==> src/rtl/validar_hex_fifo.sv <==
// validar_hex_fifo: PS/2 set-2 hex-key decoder feeding a DEPTH-entry FIFO.
// Break (F0 xx) and extended (E0 xx) sequences are filtered by a small FSM.
// Rejected keys and FIFO overflows set a sticky Led_Invalid indicator.
// Optional feature macro: VALIDAR_STATS_EN enables the saturating Invalid_Count.
// Without the macro, Invalid_Count is tied to zero.
module validar_hex_fifo #(
  parameter int unsigned DEPTH = 4,
  parameter int unsigned CNT_W = 4
) (
  input  logic             Clk_V,
  input  logic             Reset_V,
  input  logic [7:0]       Save_KeyCode,
  input  logic             KeyCode_Stb,
  input  logic             Valid_Pop,
  output logic [7:0]       Valid_KeyCode,
  output logic [3:0]       Valid_Nibble,
  output logic             Valid_Avail,
  output logic             Fifo_Full,
  output logic             Led_Invalid,
  output logic [CNT_W-1:0] Invalid_Count
);

  localparam int unsigned AW      = $clog2(DEPTH);
  localparam int unsigned PW      = AW + 1;
  localparam int unsigned ENTRY_W = 12;
  localparam logic [7:0]  BREAK_CODE = 8'hF0;
  localparam logic [7:0]  EXT_CODE   = 8'hE0;

  typedef enum logic [1:0] {
    ST_IDLE  = 2'd0,
    ST_BREAK = 2'd1,
    ST_EXT   = 2'd2
  } state_t;

  state_t               r_state;
  logic [PW-1:0]        r_wr_ptr;
  logic [PW-1:0]        r_rd_ptr;
  logic [ENTRY_W-1:0]   r_mem [DEPTH];
  logic                 r_led;

  logic                 w_hit;
  logic [3:0]           w_nib;
  logic                 w_is_break;
  logic                 w_is_ext;
  logic                 w_empty;
  logic                 w_full;
  logic                 w_push_req;
  logic                 w_push;
  logic                 w_pop;
  logic                 w_bad_key;
  logic                 w_event;
  logic [ENTRY_W-1:0]   w_head;

  // Scan-code set 2 make code to hex nibble lookup
  always_comb begin
    w_hit = 1'b1;
    w_nib = 4'h0;
    case (Save_KeyCode)
      8'h45: w_nib = 4'h0;
      8'h16: w_nib = 4'h1;
      8'h1E: w_nib = 4'h2;
      8'h26: w_nib = 4'h3;
      8'h25: w_nib = 4'h4;
      8'h2E: w_nib = 4'h5;
      8'h36: w_nib = 4'h6;
      8'h3D: w_nib = 4'h7;
      8'h3E: w_nib = 4'h8;
      8'h46: w_nib = 4'h9;
      8'h1C: w_nib = 4'hA;
      8'h32: w_nib = 4'hB;
      8'h21: w_nib = 4'hC;
      8'h23: w_nib = 4'hD;
      8'h24: w_nib = 4'hE;
      8'h2B: w_nib = 4'hF;
      default: w_hit = 1'b0;
    endcase
  end

  assign w_is_break = (Save_KeyCode == BREAK_CODE);
  assign w_is_ext   = (Save_KeyCode == EXT_CODE);

  assign w_empty = (r_wr_ptr == r_rd_ptr);
  assign w_full  = (r_wr_ptr[AW] != r_rd_ptr[AW]) &&
                   (r_wr_ptr[AW-1:0] == r_rd_ptr[AW-1:0]);

  // A full FIFO still accepts a push when the head leaves in the same cycle
  assign w_push_req = KeyCode_Stb && (r_state == ST_IDLE) && w_hit;
  assign w_push     = w_push_req && (!w_full || Valid_Pop);
  assign w_pop      = Valid_Pop && !w_empty;

  assign w_bad_key = KeyCode_Stb &&
                     (((r_state == ST_IDLE) && !w_hit && !w_is_break && !w_is_ext) ||
                      ((r_state == ST_EXT) && !w_is_break));
  assign w_event   = w_bad_key || (w_push_req && !w_push);

  // Prefix-tracking FSM; only advances on a strobe
  always_ff @(posedge Clk_V or negedge Reset_V) begin
    if (!Reset_V) begin
      r_state <= ST_IDLE;
    end else if (KeyCode_Stb) begin
      case (r_state)
        ST_IDLE: begin
          if (w_is_break)    r_state <= ST_BREAK;
          else if (w_is_ext) r_state <= ST_EXT;
          else               r_state <= ST_IDLE;
        end
        ST_BREAK: r_state <= ST_IDLE;
        ST_EXT: begin
          if (w_is_break) r_state <= ST_BREAK;
          else            r_state <= ST_IDLE;
        end
        default: r_state <= ST_IDLE;
      endcase
    end
  end

  // FIFO pointers; one extra bit distinguishes full from empty
  always_ff @(posedge Clk_V or negedge Reset_V) begin
    if (!Reset_V) begin
      r_wr_ptr <= '0;
      r_rd_ptr <= '0;
    end else begin
      if (w_push) r_wr_ptr <= r_wr_ptr + PW'(1);
      if (w_pop)  r_rd_ptr <= r_rd_ptr + PW'(1);
    end
  end

  // FIFO storage; contents are don't-care until written, head is masked when empty
  always_ff @(posedge Clk_V) begin
    if (w_push) r_mem[r_wr_ptr[AW-1:0]] <= {Save_KeyCode, w_nib};
  end

  // Sticky invalid indicator; a new event takes priority over a clearing push
  always_ff @(posedge Clk_V or negedge Reset_V) begin
    if (!Reset_V)     r_led <= 1'b0;
    else if (w_event) r_led <= 1'b1;
    else if (w_push)  r_led <= 1'b0;
  end

`ifdef VALIDAR_STATS_EN
  logic [CNT_W-1:0] r_cnt;

  // Saturating count of invalid and overflow events
  always_ff @(posedge Clk_V or negedge Reset_V) begin
    if (!Reset_V)                       r_cnt <= '0;
    else if (w_event && (r_cnt != '1))  r_cnt <= r_cnt + CNT_W'(1);
  end

  assign Invalid_Count = r_cnt;
`else
  assign Invalid_Count = '0;
`endif

  assign w_head        = r_mem[r_rd_ptr[AW-1:0]];
  assign Valid_KeyCode = w_empty ? 8'h00 : w_head[11:4];
  assign Valid_Nibble  = w_empty ? 4'h0  : w_head[3:0];
  assign Valid_Avail   = !w_empty;
  assign Fifo_Full     = w_full;
  assign Led_Invalid   = r_led;

endmodule

==> config.mk <==
export PLATFORM = sky130hd
export DESIGN_NAME = validar_hex_fifo
export DESIGN_NICKNAME = d
export VERILOG_FILES = /design/src/rtl/validar_hex_fifo.sv
export SDC_FILE = /design/constraint.sdc
export NUM_CORES = 1
export LEC_CHECK = 0
export BUFFER_PORTS_ARGS = -buffer_cell sky130_fd_sc_hd__buf_4
export CAP_MARGIN = 20
export CELL_PAD_IN_SITES_DETAIL_PLACEMENT = 1
export CELL_PAD_IN_SITES_GLOBAL_PLACEMENT = 1
export CORE_UTILIZATION = 34
export DETAILED_ROUTE_END_ITERATION = 7
export PLACE_DENSITY = 0.63
export SYNTH_ARGS = -nofsm -noshare
export SYNTH_HDL_FRONTEND = slang
export SYNTH_SLANG_ARGS = --single-unit
==> constraint.sdc <==
create_clock -name Clk_V -period 5.7 [get_ports Clk_V]
set_clock_uncertainty 0.1 [all_clocks]
set_input_delay 0.855 -clock Clk_V [delete_from_list [all_inputs] [get_ports Clk_V]]
set_output_delay 0.855 -clock Clk_V [all_outputs]
set_load 0.01 [all_outputs]
## Word level (Yosys, flattened, before mapping)

Memories as Yosys holds them, arrays and structs flattened.
Cells that the tools add are included.

| word-level totals | value |
|---|---|
| bits in registers | 9 |
| logic and storage cells | 64 |
| output and inout port bits | 19 |
| memories kept | 1 |
| bits in writable memories | 48 |
| bits of input ports | 12 |

| cells by class | value |
|---|---|
| mux-type cells | 12 |
| add/sub/neg operators | 2 |
| reductions and logical operators | 23 |
| eq/ne operators | 22 |

Memory list:

| name | depth | width | rd ports | clocked after Yosys merged registers in | wr ports | line | source |
|---|---|---|---|---|---|---|---|
| r_mem | 4 | 12 | 1 | 0 | 1 | 38 | `logic [ENTRY_W-1:0] r_mem [DEPTH];` |

Operators with widths:

| cell | count |
|---|---|
| equality test 8 x 6 -> 1 bit, second input constant | 11 |
| case mux 4 bit (15 select lines) | 1 |
| equality test 8 x 5 -> 1 bit, second input constant | 3 |
| equality test 8 x 7 -> 1 bit, second input constant | 2 |
| equality test 8 bit, second input constant | 2 |
| OR reduction 16 bit | 1 |
| logical AND 1 bit | 11 |
| 2-to-1 mux 8 bit | 1 |
| adder 3 x 1 -> 3 bit, second input constant | 2 |
| zero test 1 bit | 6 |
| 2-to-1 mux 1 bit | 6 |
| 2-to-1 mux 2 bit | 2 |
| 2-to-1 mux 4 bit | 1 |
| case mux 2 bit (2 select lines) | 1 |
| equality test 3 bit | 1 |
| logical OR 1 bit | 3 |
| equality test 2 bit | 1 |
| equality test 2 bit, second input constant | 1 |
| zero test 2 bit | 1 |
| nonzero test 2 bit | 1 |
| inequality test 1 bit | 1 |

## Longest topological paths before layout

| logic depth | value |
|---|---|
| depth in word-level cells | 11 |
| mapped depth | 6 |
| mapped depth without buffers | 5 |

## Worst setup path before layout

OpenSTA, ideal clock, no wires.

| timing path | value |
|---|---|
| path kind | input to register |
| start | input Save_KeyCode[4] |
| end | memory r_mem[0][0] (enable) |
| cell stages on the path | 5 |
| path slack | 2.774 ns |
| setup time | 0.355 ns |
| arrival | 2.471 ns |
| path buffers | 1 |
| required time | 5.245 ns |
| cell sequence | clkbuf_1 -> mux4_2 -> o21a_2 -> a31oi_4 -> and2_1 |

| between the ends | value |
|---|---|
| longest elaborated chain between the ends | 7 |
| elaborated cells between the ends (all ways) | 22 |
| those cells by class | 16 x eq/ne; 3 x mux; 3 x reduce/logical |

Ends and longest elaborated chain:

| item | line | source |
|---|---|---|
| from (decl) | 12 | `input logic [7:0] Save_KeyCode,` |
| equality test 8 x 6 -> 1 bit (tied with other cells) | 58 | `case (Save_KeyCode)` |
| OR reduction 16 bit (no line) * | - |  |
| 2-to-1 mux 1 bit * | 58 |  |
| logical AND 1 bit * | 87 | `assign w_push_req = KeyCode_Stb && (r_state == ST_IDLE) && w_hit;` |
| logical AND 1 bit * | 88 | `assign w_push = w_push_req && (!w_full \|\| Valid_Pop);` |
| 2-to-1 mux 1 bit * | 130 | `if (w_push) r_mem[r_wr_ptr[AW-1:0]] <= {Save_KeyCode, w_nib};` |
| 2-to-1 mux 1 bit (implied by the code) * | 130 |  |
| to (decl) | 38 |  |

Every way passes the cells marked *; elsewhere a longest branch is shown, timed or not.

## Worst setup path after layout

| timing path | value |
|---|---|
| start | register r_rd_ptr[0] |
| end | output Valid_Nibble[0] |

| between the ends | value |
|---|---|
| longest elaborated chain between the ends | 2 |
| elaborated cells between the ends (all ways) | 3 |
| those cells by class | 1 x eq/ne; 1 x mux; 1 x memory |

Ends and longest elaborated chain:

| item | line | source |
|---|---|---|
| from (decl) | 37 | `logic [PW-1:0] r_rd_ptr;` |
| from (signal assigned) | 124 | `if (w_pop) r_rd_ptr <= r_rd_ptr + PW'(1);` |
| memory read (4 x 12 bit) or equality test 3 bit (tied branches) | - |  |
| 2-to-1 mux 4 bit * | 156 | `assign Valid_Nibble = w_empty ? 4'h0 : w_head[3:0];` |
| to (decl) | 16 | `output logic [3:0] Valid_Nibble,` |

Marked as above.

==> results.toml <==
[worst_setup_path]
worstSetupPathType = "flop to primary output"
arrival_ns = 2.31
worstReg2RegStart = "r_rd_ptr[0]$_DFFE_PN0P_"
worstSetupStartpointType = "flop"
path_buf_inv = 1
crit_fanout = 15
crit_family = "flip-flops"
r2r_cells = 5
required_ns = 4.74
slowest_delay_ns = 0.91
path_cells = "xnor2_1 > nand3b_1 > and2_1 > buf_4"
reg2reg_slack_ns = 2.93
crit_slowest_cell = "dfrtp_1"
r2r_end = "r_mem[0][2]$_DFFE_PP_"
end_kind = "primary output"

[sta]
setup_viol = 0
rsz0062_at_grt = "no"
fin_crit_ns = 3.26
hold_violations = 0
setup_tns_ns = 0
maxSlewHeadroom = 0.364
fin_crit_sh = 0.573
hold_ws_ns = 0.246
worst_pin_slew_ns = 0.942
fmax_mhz = 306
postLayoutSetupSlackWorst_ns = 2.44
drv_slew = 0

[routing]
ant_nets = 0
routed_wl_um = 5180
vias = 1613
viasPerCell = 5.02
drt_iter0_drc = 54
wire_per_inst_um = 16.1
first_pass_iters = 4
drc = 0

[final_layout]
antenna_cells = 0
syn2layout_area_growth_pct = 16.1
drive_gt1_frac = 0.260
final_nets = 231

[floorplan]
die_h_um = 91.9
ios = 31
die_area_um2 = 8440
row_count = 32
die_w_um = 91.9
core_region_area_um2 = 7770
start_util = 0.354

[yosys]
synth_warnings = 0
synth.avg_cell_area_um2 = 14.5
async_flop_share = 0.158
yosysUniqueCellTypes = 44
synthTopCellsByArea = "edfxtp_1, mux4_2, dfrtp_1, and2_1, ha_1"
synth_ff_type = "edfxtp_1"
synth_top_area_frac = 0.525
yosysMostFrequentCell = "edfxtp_1"
syn_inst = 189
synthTopCellsByCount = "edfxtp_1, and2_1, mux4_2"
synth-seq-cells = 57
synth_top_cell_by_area = "edfxtp_1"
synth-edff-count = 48
synth.cell_area_um2 = 2750
ys_seq_area_frac = 0.607

[pwr]
sw_frac_of_total = 0.303
power.switching_mw = 0.405
total_power_mw = 1.34
p_int_mw = 0.933
comb_power_share = 0.330
power_frac_seq = 0.409
clkPwrFrac = 0.261
leakage_nw = 1.13
ir_drop_uv = 133
power_density_nw_per_um2 = 420

[worst_hold_path]
hold_path.class = "input pin to async pin"

[place]
gp_congestion = 0.797
io_buffers = 26
place.detailed.hpwl_um = 3550
post-place-ws_ns = 2.35

[global_route]
grt_pass1_wl_um = 8560
grt_overflow = 0
grt_max_degree = 22
grt_usage = 0.136
first_global_vias = 1634
antenna_found_initial = 0

[clock_tree]
clk_pin_slew_ns = 0.07
cts-htree-levels = 3
cts_sinks = 57
cts_buffers = 9
post_cts_buffers = 0
cts_tree = "yes"
clk_path_buf_depth = 2
cts.repair.resized = 0
root_buffer = "clkbuf_8"
ctsHoldBuffers = 0
clock_latency_ns = 0.32

[run_status]
status = "complete, no violations"

[job]
maxCapViolations = 0
-- worst reg2reg max path, cell delays in order (launching register included) --
cell	delay (ns)
dfrtp_1	0.91
xnor2_1	0.18
nand3_1	0.17
o211ai_1	0.19
a31oi_4	0.29
and2_1	0.56
-- power groups by stage --
| stage | sequential (mW) | combinational (mW) | clock [mW] |
|---|---|---|---|
| 2_1_floorplan | 0.508 | 0.321 | 0 |
| 3_3_place_gp | 0.561 | 0.448 | 0 |
| 3_5_place_dp | 0.561 | 0.452 | 0 |
| 4_1_cts | 0.552 | 0.453 | 0.357 |
| 5_1_grt | 0.558 | 0.494 | 0.376 |
| 6_report | 0.547 | 0.442 | 0.349 |
-- metrics by stage --
step                utilization  area (um2)  instances
floorplan                     -        2760        192
global placement          0.387        3000        305
detailed placement        0.387        3000        305
CTS                       0.410        3190        321
global route              0.410        3190        321
finish                    0.410        3190        321
-- sequential cells by signal, summed over array words and instances (netlist names) --
register / cells
r_state: 2
r_rd_ptr: 3
Led_Invalid: 1
r_mem: 48
r_wr_ptr: 3
-- cells by family (layout without fill, tap and decap cells) --
kind of cell,count (synthesis),in the layout,share of synthesized area
AND/OR/NAND/NOR,53,53,0.113
adder cells (fa/ha/maj),5,5,0.0228
buffers and inverters,24,51,0.0405
multiplexers,17,17,0.122
other,1,4,0.00137
XOR/XNOR,9,9,0.0287
flip-flops,57,57,0.607
AO/OA/AOI/OAI,23,23,0.0652
-- cell usage in the layout (no fill, tap or decap), drive strengths merged, types with 4 or more instances in the layout --
cell and n:
nand3 7, a21oi 6, and2 15, nor2 5, buf 26, mux4 13, conb 4, nand2 7
o21ai 6, inv 9, clkinv 4, nand2b 4, dfrtp 9, clkbuf 9, xnor2 5, xor2 4
edfxtp 48, ha 5
-- layer usage --
layer	track usage	share of wire
met4	0.0651	0.027
met2	0.207	0.45
met3	0.0381	0.028
met5	0	0
met1	0.179	0.49
-- worst max path at each step --
| stage | depth (start not counted) | end | from |
|---|---|---|---|
| 6_report | 4 | Valid_Nibble[0] | r_rd_ptr[0]$_DFFE_PN0P_ |
| 5_1_grt | 4 | Valid_Nibble[0] | r_rd_ptr[0]$_DFFE_PN0P_ |
| 4_1_cts | 4 | Valid_Nibble[3] | r_rd_ptr[0]$_DFFE_PN0P_ |
| 3_5_place_dp | 6 | r_mem[1][1]$_DFFE_PP_ | Save_KeyCode[0] |
| 3_3_place_gp | 6 | r_mem[0][1]$_DFFE_PP_ | Save_KeyCode[0] |
| 2_1_floorplan | 5 | r_mem[0][0]$_DFFE_PP_ | Save_KeyCode[4] |
-- final cells by class --
type | instances | area [um2]
timing repair buffer | 26 | 195
clock inverter | 7 | 61.3
inverter | 9 | 33.8
multi-input combinational | 111 | 980
fill | 823 | 4580
clock buffer | 9 | 124
sequential | 57 | 1670
tap | 102 | 128
(Power assumes the default switching activity.)
